## src/rtl/ifid_hazard_stage.sv

```systemverilog
`default_nettype none
// ============================================================================
// Module      : ifid_hazard_stage
// Description : IF/ID pipeline register with load-use hazard detection,
//               taken-branch flush and saturating stall/flush event counters.
//               ID/EX is never held; a load-use is covered by bubbling ID/EX
//               while PC and IF/ID hold.
// Revision    : 1.0 - initial release
// ============================================================================
module ifid_hazard_stage #(
  parameter int STALL_CYCLES = 1,   // bubbles per load-use (1 = MEM->EX fwd)
  parameter int CNT_W        = 16   // event counter width
) (
  input  logic             Clk_i,
  input  logic             Rst_n_i,
  input  logic [31:0]      IF_inst_i,
  input  logic [31:0]      IF_pcplusfour_i,
  input  logic             EX_memRead_i,
  input  logic [4:0]       EX_writeReg_i,
  input  logic             EX_branchTaken_i,
  output logic [31:0]      ID_inst_o,
  output logic [31:0]      ID_pcplusfour_o,
  output logic             ID_valid_o,
  output logic             pcWrite_o,
  output logic             ID_stall_o,
  output logic             ID_bubble_o,
  output logic [CNT_W-1:0] stallCount_o,
  output logic [CNT_W-1:0] flushCount_o
);

  // Remaining-stall counter only needs to hold STALL_CYCLES-1.
  localparam int CNT_BITS = (STALL_CYCLES > 1) ? $clog2(STALL_CYCLES) : 1;
  localparam logic [CNT_BITS-1:0] STALL_RELOAD = CNT_BITS'(STALL_CYCLES - 1);

  typedef enum logic [0:0] {
    RUN   = 1'b0,
    STALL = 1'b1
  } state_t;

  state_t              state_q, state_d;
  logic [CNT_BITS-1:0] cnt_q, cnt_d;
  logic [31:0]         inst_q, inst_d;
  logic [31:0]         pc4_q, pc4_d;
  logic                valid_q, valid_d;
  logic [CNT_W-1:0]    stall_cnt_q, stall_cnt_d;
  logic [CNT_W-1:0]    flush_cnt_q, flush_cnt_d;

  logic                w_pc_write;
  logic                w_bubble;
  logic                w_multi_stall;
  logic [4:0]          w_rs;
  logic [4:0]          w_rt;
  logic                w_hazard;
  logic [CNT_W-1:0]    w_stall_inc;
  logic [CNT_W-1:0]    w_flush_inc;

  // A single-cycle stall never needs the STALL state: the bubble that lands
  // in EX removes the load from the comparison on the very next cycle.
  if (STALL_CYCLES > 1) begin : g_multi_stall
    assign w_multi_stall = 1'b1;
  end else begin : g_single_stall
    assign w_multi_stall = 1'b0;
  end

  assign w_rs = inst_q[25:21];
  assign w_rt = inst_q[20:16];

  assign w_hazard = valid_q & EX_memRead_i & (EX_writeReg_i != 5'd0) &
                    ((EX_writeReg_i == w_rs) | (EX_writeReg_i == w_rt));

  // Counters park at all-ones instead of wrapping.
  assign w_stall_inc = (stall_cnt_q == {CNT_W{1'b1}}) ? stall_cnt_q
                                                      : stall_cnt_q + CNT_W'(1);
  assign w_flush_inc = (flush_cnt_q == {CNT_W{1'b1}}) ? flush_cnt_q
                                                      : flush_cnt_q + CNT_W'(1);

  // Next-state and control decode: reset > flush > stall > normal.
  always_comb begin
    state_d     = state_q;
    cnt_d       = cnt_q;
    inst_d      = inst_q;
    pc4_d       = pc4_q;
    valid_d     = valid_q;
    stall_cnt_d = stall_cnt_q;
    flush_cnt_d = flush_cnt_q;
    w_pc_write  = 1'b1;
    w_bubble    = 1'b0;

    if (!Rst_n_i) begin
      // Registers clear in the sequential block; keep ID/EX fed with bubbles.
      w_pc_write = 1'b1;
      w_bubble   = 1'b1;
    end else if (EX_branchTaken_i) begin
      // Wrong-path instruction in IF/ID is squashed, any stall is abandoned.
      w_pc_write  = 1'b1;
      w_bubble    = 1'b1;
      inst_d      = 32'd0;
      pc4_d       = 32'd0;
      valid_d     = 1'b0;
      state_d     = RUN;
      cnt_d       = '0;
      flush_cnt_d = w_flush_inc;
    end else if (state_q == STALL) begin
      // Hazard already committed; just count down the remaining bubbles.
      w_pc_write  = 1'b0;
      w_bubble    = 1'b1;
      stall_cnt_d = w_stall_inc;
      if (cnt_q == CNT_BITS'(1)) begin
        state_d = RUN;
        cnt_d   = '0;
      end else begin
        cnt_d = cnt_q - CNT_BITS'(1);
      end
    end else if (w_hazard) begin
      w_pc_write  = 1'b0;
      w_bubble    = 1'b1;
      stall_cnt_d = w_stall_inc;
      if (w_multi_stall) begin
        state_d = STALL;
        cnt_d   = STALL_RELOAD;
      end
    end else begin
      inst_d  = IF_inst_i;
      pc4_d   = IF_pcplusfour_i;
      valid_d = 1'b1;
    end
  end

  // State, IF/ID payload and counters, with synchronous active-low reset.
  always_ff @(posedge Clk_i) begin
    if (!Rst_n_i) begin
      state_q     <= RUN;
      cnt_q       <= '0;
      inst_q      <= 32'd0;
      pc4_q       <= 32'd0;
      valid_q     <= 1'b0;
      stall_cnt_q <= '0;
      flush_cnt_q <= '0;
    end else begin
      state_q     <= state_d;
      cnt_q       <= cnt_d;
      inst_q      <= inst_d;
      pc4_q       <= pc4_d;
      valid_q     <= valid_d;
      stall_cnt_q <= stall_cnt_d;
      flush_cnt_q <= flush_cnt_d;
    end
  end

  assign ID_inst_o       = inst_q;
  assign ID_pcplusfour_o = pc4_q;
  assign ID_valid_o      = valid_q;
  assign pcWrite_o       = w_pc_write;
  assign ID_stall_o      = 1'b0;
  assign ID_bubble_o     = w_bubble;
  assign stallCount_o    = stall_cnt_q;
  assign flushCount_o    = flush_cnt_q;

endmodule
`default_nettype wire

```

## config.mk

```make
export PLATFORM = sky130hd
export DESIGN_NAME = ifid_hazard_stage
export DESIGN_NICKNAME = d
export VERILOG_FILES = /design/src/rtl/ifid_hazard_stage.sv
export SDC_FILE = /design/constraint.sdc
export NUM_CORES = 1
export LEC_CHECK = 0
export CORE_MARGIN = 2
export CORE_UTILIZATION = 41
export CTS_BUF_LIST = sky130_fd_sc_hd__clkbuf_4 sky130_fd_sc_hd__clkbuf_8 sky130_fd_sc_hd__clkbuf_16
export CTS_CLUSTER_DIAMETER = 30
export DETAILED_ROUTE_END_ITERATION = 10
export GPL_ROUTABILITY_DRIVEN = 0
export PLACE_DENSITY = 0.81
export SYNTH_ARGS = -nofsm -noshare
export SYNTH_HDL_FRONTEND = slang
export SYNTH_SLANG_ARGS = --single-unit
```

## constraint.sdc

```tcl
create_clock -name Clk_i -period 2.95 [get_ports Clk_i]
set_clock_uncertainty 0.2 [all_clocks]
set_input_delay 0.59 -clock Clk_i [delete_from_list [all_inputs] [get_ports Clk_i]]
set_output_delay 0.59 -clock Clk_i [all_outputs]
set_load 0.01 [all_outputs]
```

==> results.yml <==
outcome:
  status: "complete, no violations"
detailed_routing:
  drtAntennaViolNets: 0
  num_vias: 3446
  drtPass1Iterations: 4
  first_iter_violations: 113
  vias_per_cell: 5.30
  wl_per_cell_um: 16.5
  remaining_drc_errors: 0
  wl_mm: 10.7
run:
  cap_viol_max_count: 0
yosys:
  synth_edf_count: 0
  synth_ff_type: "dfxtp_1"
  synth_top_cell_by_area: "dfxtp_1"
  synth_top_area_share: 0.537
  ys.warnings.count: 0
  synth_fp_nets: 438
  synth_cells: 363
  synthArstFlopShare: 0
  ys_seq_area_frac: 0.537
  synth_area_leaders: "dfxtp_1 54%, a22o_1 15%, xnor2_1 4.3%"
  syn_avg_cell_area_sq_um: 10.2
  synth.cell_area_sq_mm: 0.00369
  synth_common_cells: "99 x dfxtp_1, 64 x a22o_1, 26 x nor2_1"
  synthDistinctLibCells: 40
  synth.most_common_cell: "dfxtp_1"
  ys_ff_latch: 99
timing:
  worst_pin_slew_ns: 0.672
  hold_viol: 0
  tns_ns: 0
  fin_crit_ns: 2.87
  whs_ns: 0.254
  final.period_utilization: 0.973
  fmax_mhz: 348
  setup_viol: 0
  timing.slew.headroom: 0.552
  final.setup.worst_slack_ns: 0.0784
  timing.final.max_slew_violations: 0
grt:
  grt_max_degree: 65
  antenna_found_initial: 0
  grt_use_total: 0.213
  use_met1: 0.250
  grt_first_pass_wirelength_mm: 17.0
  grt_pass1_vias: 3526
  grt.busiest_layer: "met2"
  overflow: 0
  gr-usage-met2: 0.374
  grtUsageMet3: 0.0454
clocking:
  htreeDepth: 3
  cts_tree: "yes"
  cts_root_buf: "clkbuf_8"
  hold_buffers: 0
  worstSkewPairLatency_ns: 0.35
  clk_path_buf_depth: 2
  path_clk_slew_ns: 0.10
  cts_setup_buffers: 0
  cts_buffers: 9
  numClockSinks: 99
cells_and_area:
  final_cells: 650
  post_route_cells_drive_above_1_share: 0.0793
  fillers: 698
  antenna_cells: 0
  final_area_sq_mm: 0.00572
  fin_util: 0.656
  syn2layout_area_growth_pct: 54.9
  nets: 612
power:
  total_power_mw: 2.55
  irDropWorstVdd_uv: 207
  p_leak_nw: 2.06
  powerDensity_mw_per_mm2: 446
die:
  io_pins: 173
  die_h_um: 98.9
  die_width_um: 98.9
  placementRows: 34
  core_sq_mm: 0.00872
  die_area_sq_mm: 0.00978
  start_util: 0.423
hold_path:
  hp-class: "reg2reg"
placement:
  placed_cells: 633
  placed_cell_area_sq_mm: 0.00553
  post-place-ws_ns: -0.541
  post-dp-hpwl_mm: 7.92
  portBuffers: 171
worst_setup_path:
  crit_fanout: 3
  worstPathArrival_ns: 2.08
  worstPathRequired_ns: 2.16
  critical_path_class: "in2out"
  endpoint_kind: "output pin"
  cp-start-kind: "input pin"
## power by group
part	switching [mW]	total, mW	internal [mW]
logic	0.106	0.303	0.197
clock network	0.510	0.840	0.330
registers	0.0295	1.41	1.38
## critical path: stages
cell             delay (ns)
clkdlybuf4s50_1        0.54
xnor2_1                0.14
nand3_1                0.11
o22ai_2                0.21
a21oi_2                0.09
buf_4                  0.14
nor2_4                 0.08
inv_1                  0.04
buf_2                  0.13
## cell families (layout without fill, tap and decap cells)
group,count (synthesis),in the layout,synth area share
simple gates,99,99,0.139
buf+inv,33,212,0.0447
xor+xnor,22,22,0.0522
mux,2,2,0.00542
other cells,1,1,0.00102
compound gates,105,105,0.214
flops,99,99,0.537
fa+ha+maj,2,2,0.00678
## flip-flops by register name, summed over array words and instances, names as in the netlist
register / count
state_q: 1
ID_pcplusfour_o: 32
ID_inst_o: 32
ID_valid_o: 1
cnt_q: 1
stallCount_o: 16
flushCount_o: 16
## placed cells by master, fill, tap and decap left out, drive strengths merged
cell,count
a211oi,1
a21boi,1
a21oi,17
a22o,64
a31oi,1
and2,2
and3,4
and4,2
buf,16
clkbuf,9
clkdlybuf4s50,166
clkinv,3
conb,1
dfxtp,99
dlygate4sd2,3
ha,2
inv,15
mux2i,2
nand2,13
nand2b,1
nand3,13
nand4,9
nor2,26
nor2b,1
nor3,7
nor3b,1
nor4,2
o21ai,16
o22ai,1
o311a,1
o31ai,3
or2,1
or3,14
or4,3
xnor2,18
xor2,4
## worst paths after layout
check	from	endpoint	slack, ns	cells after the start
worst min register to register	cnt_q	state_q	0.25	1
worst min-delay path	cnt_q	state_q	0.25	1
worst max register to register	stallCount_o[0]	stallCount_o[1]	0.46	8
worst max-delay path	EX_writeReg_i[4]	pcWrite_o	0.08	9
## area by class of cell
cell class              instances  area (sq um)  area share
multi-input cells             231          1570       0.274
repair buffers                185          1800       0.315
clock inverters                 7          67.6      0.0118
well taps                     108           135      0.0236
clock buffers                   9           124      0.0217
flip-flops and latches         99          1980       0.347
inverters                      11          41.3     0.00722
## metal layers
layer / share of wire / wire length (um) / vias up
li1: - / - / 1672
met1: 0.41 / 4370 / 1633
met2: 0.51 / 5480 / 113
met3: 0.052 / 558 / 28
met4: 0.027 / 284 / 0
met5: 0 / 0 / -
## timing repair
| item | in CTS | in global routing |
|---|---|---|
| resized for setup | 12 | 1 |
| pin swaps | 3 | 2 |
| endpoints found under the setup margin | 2 | 2 |
Power figures use the tool's default switching activity.
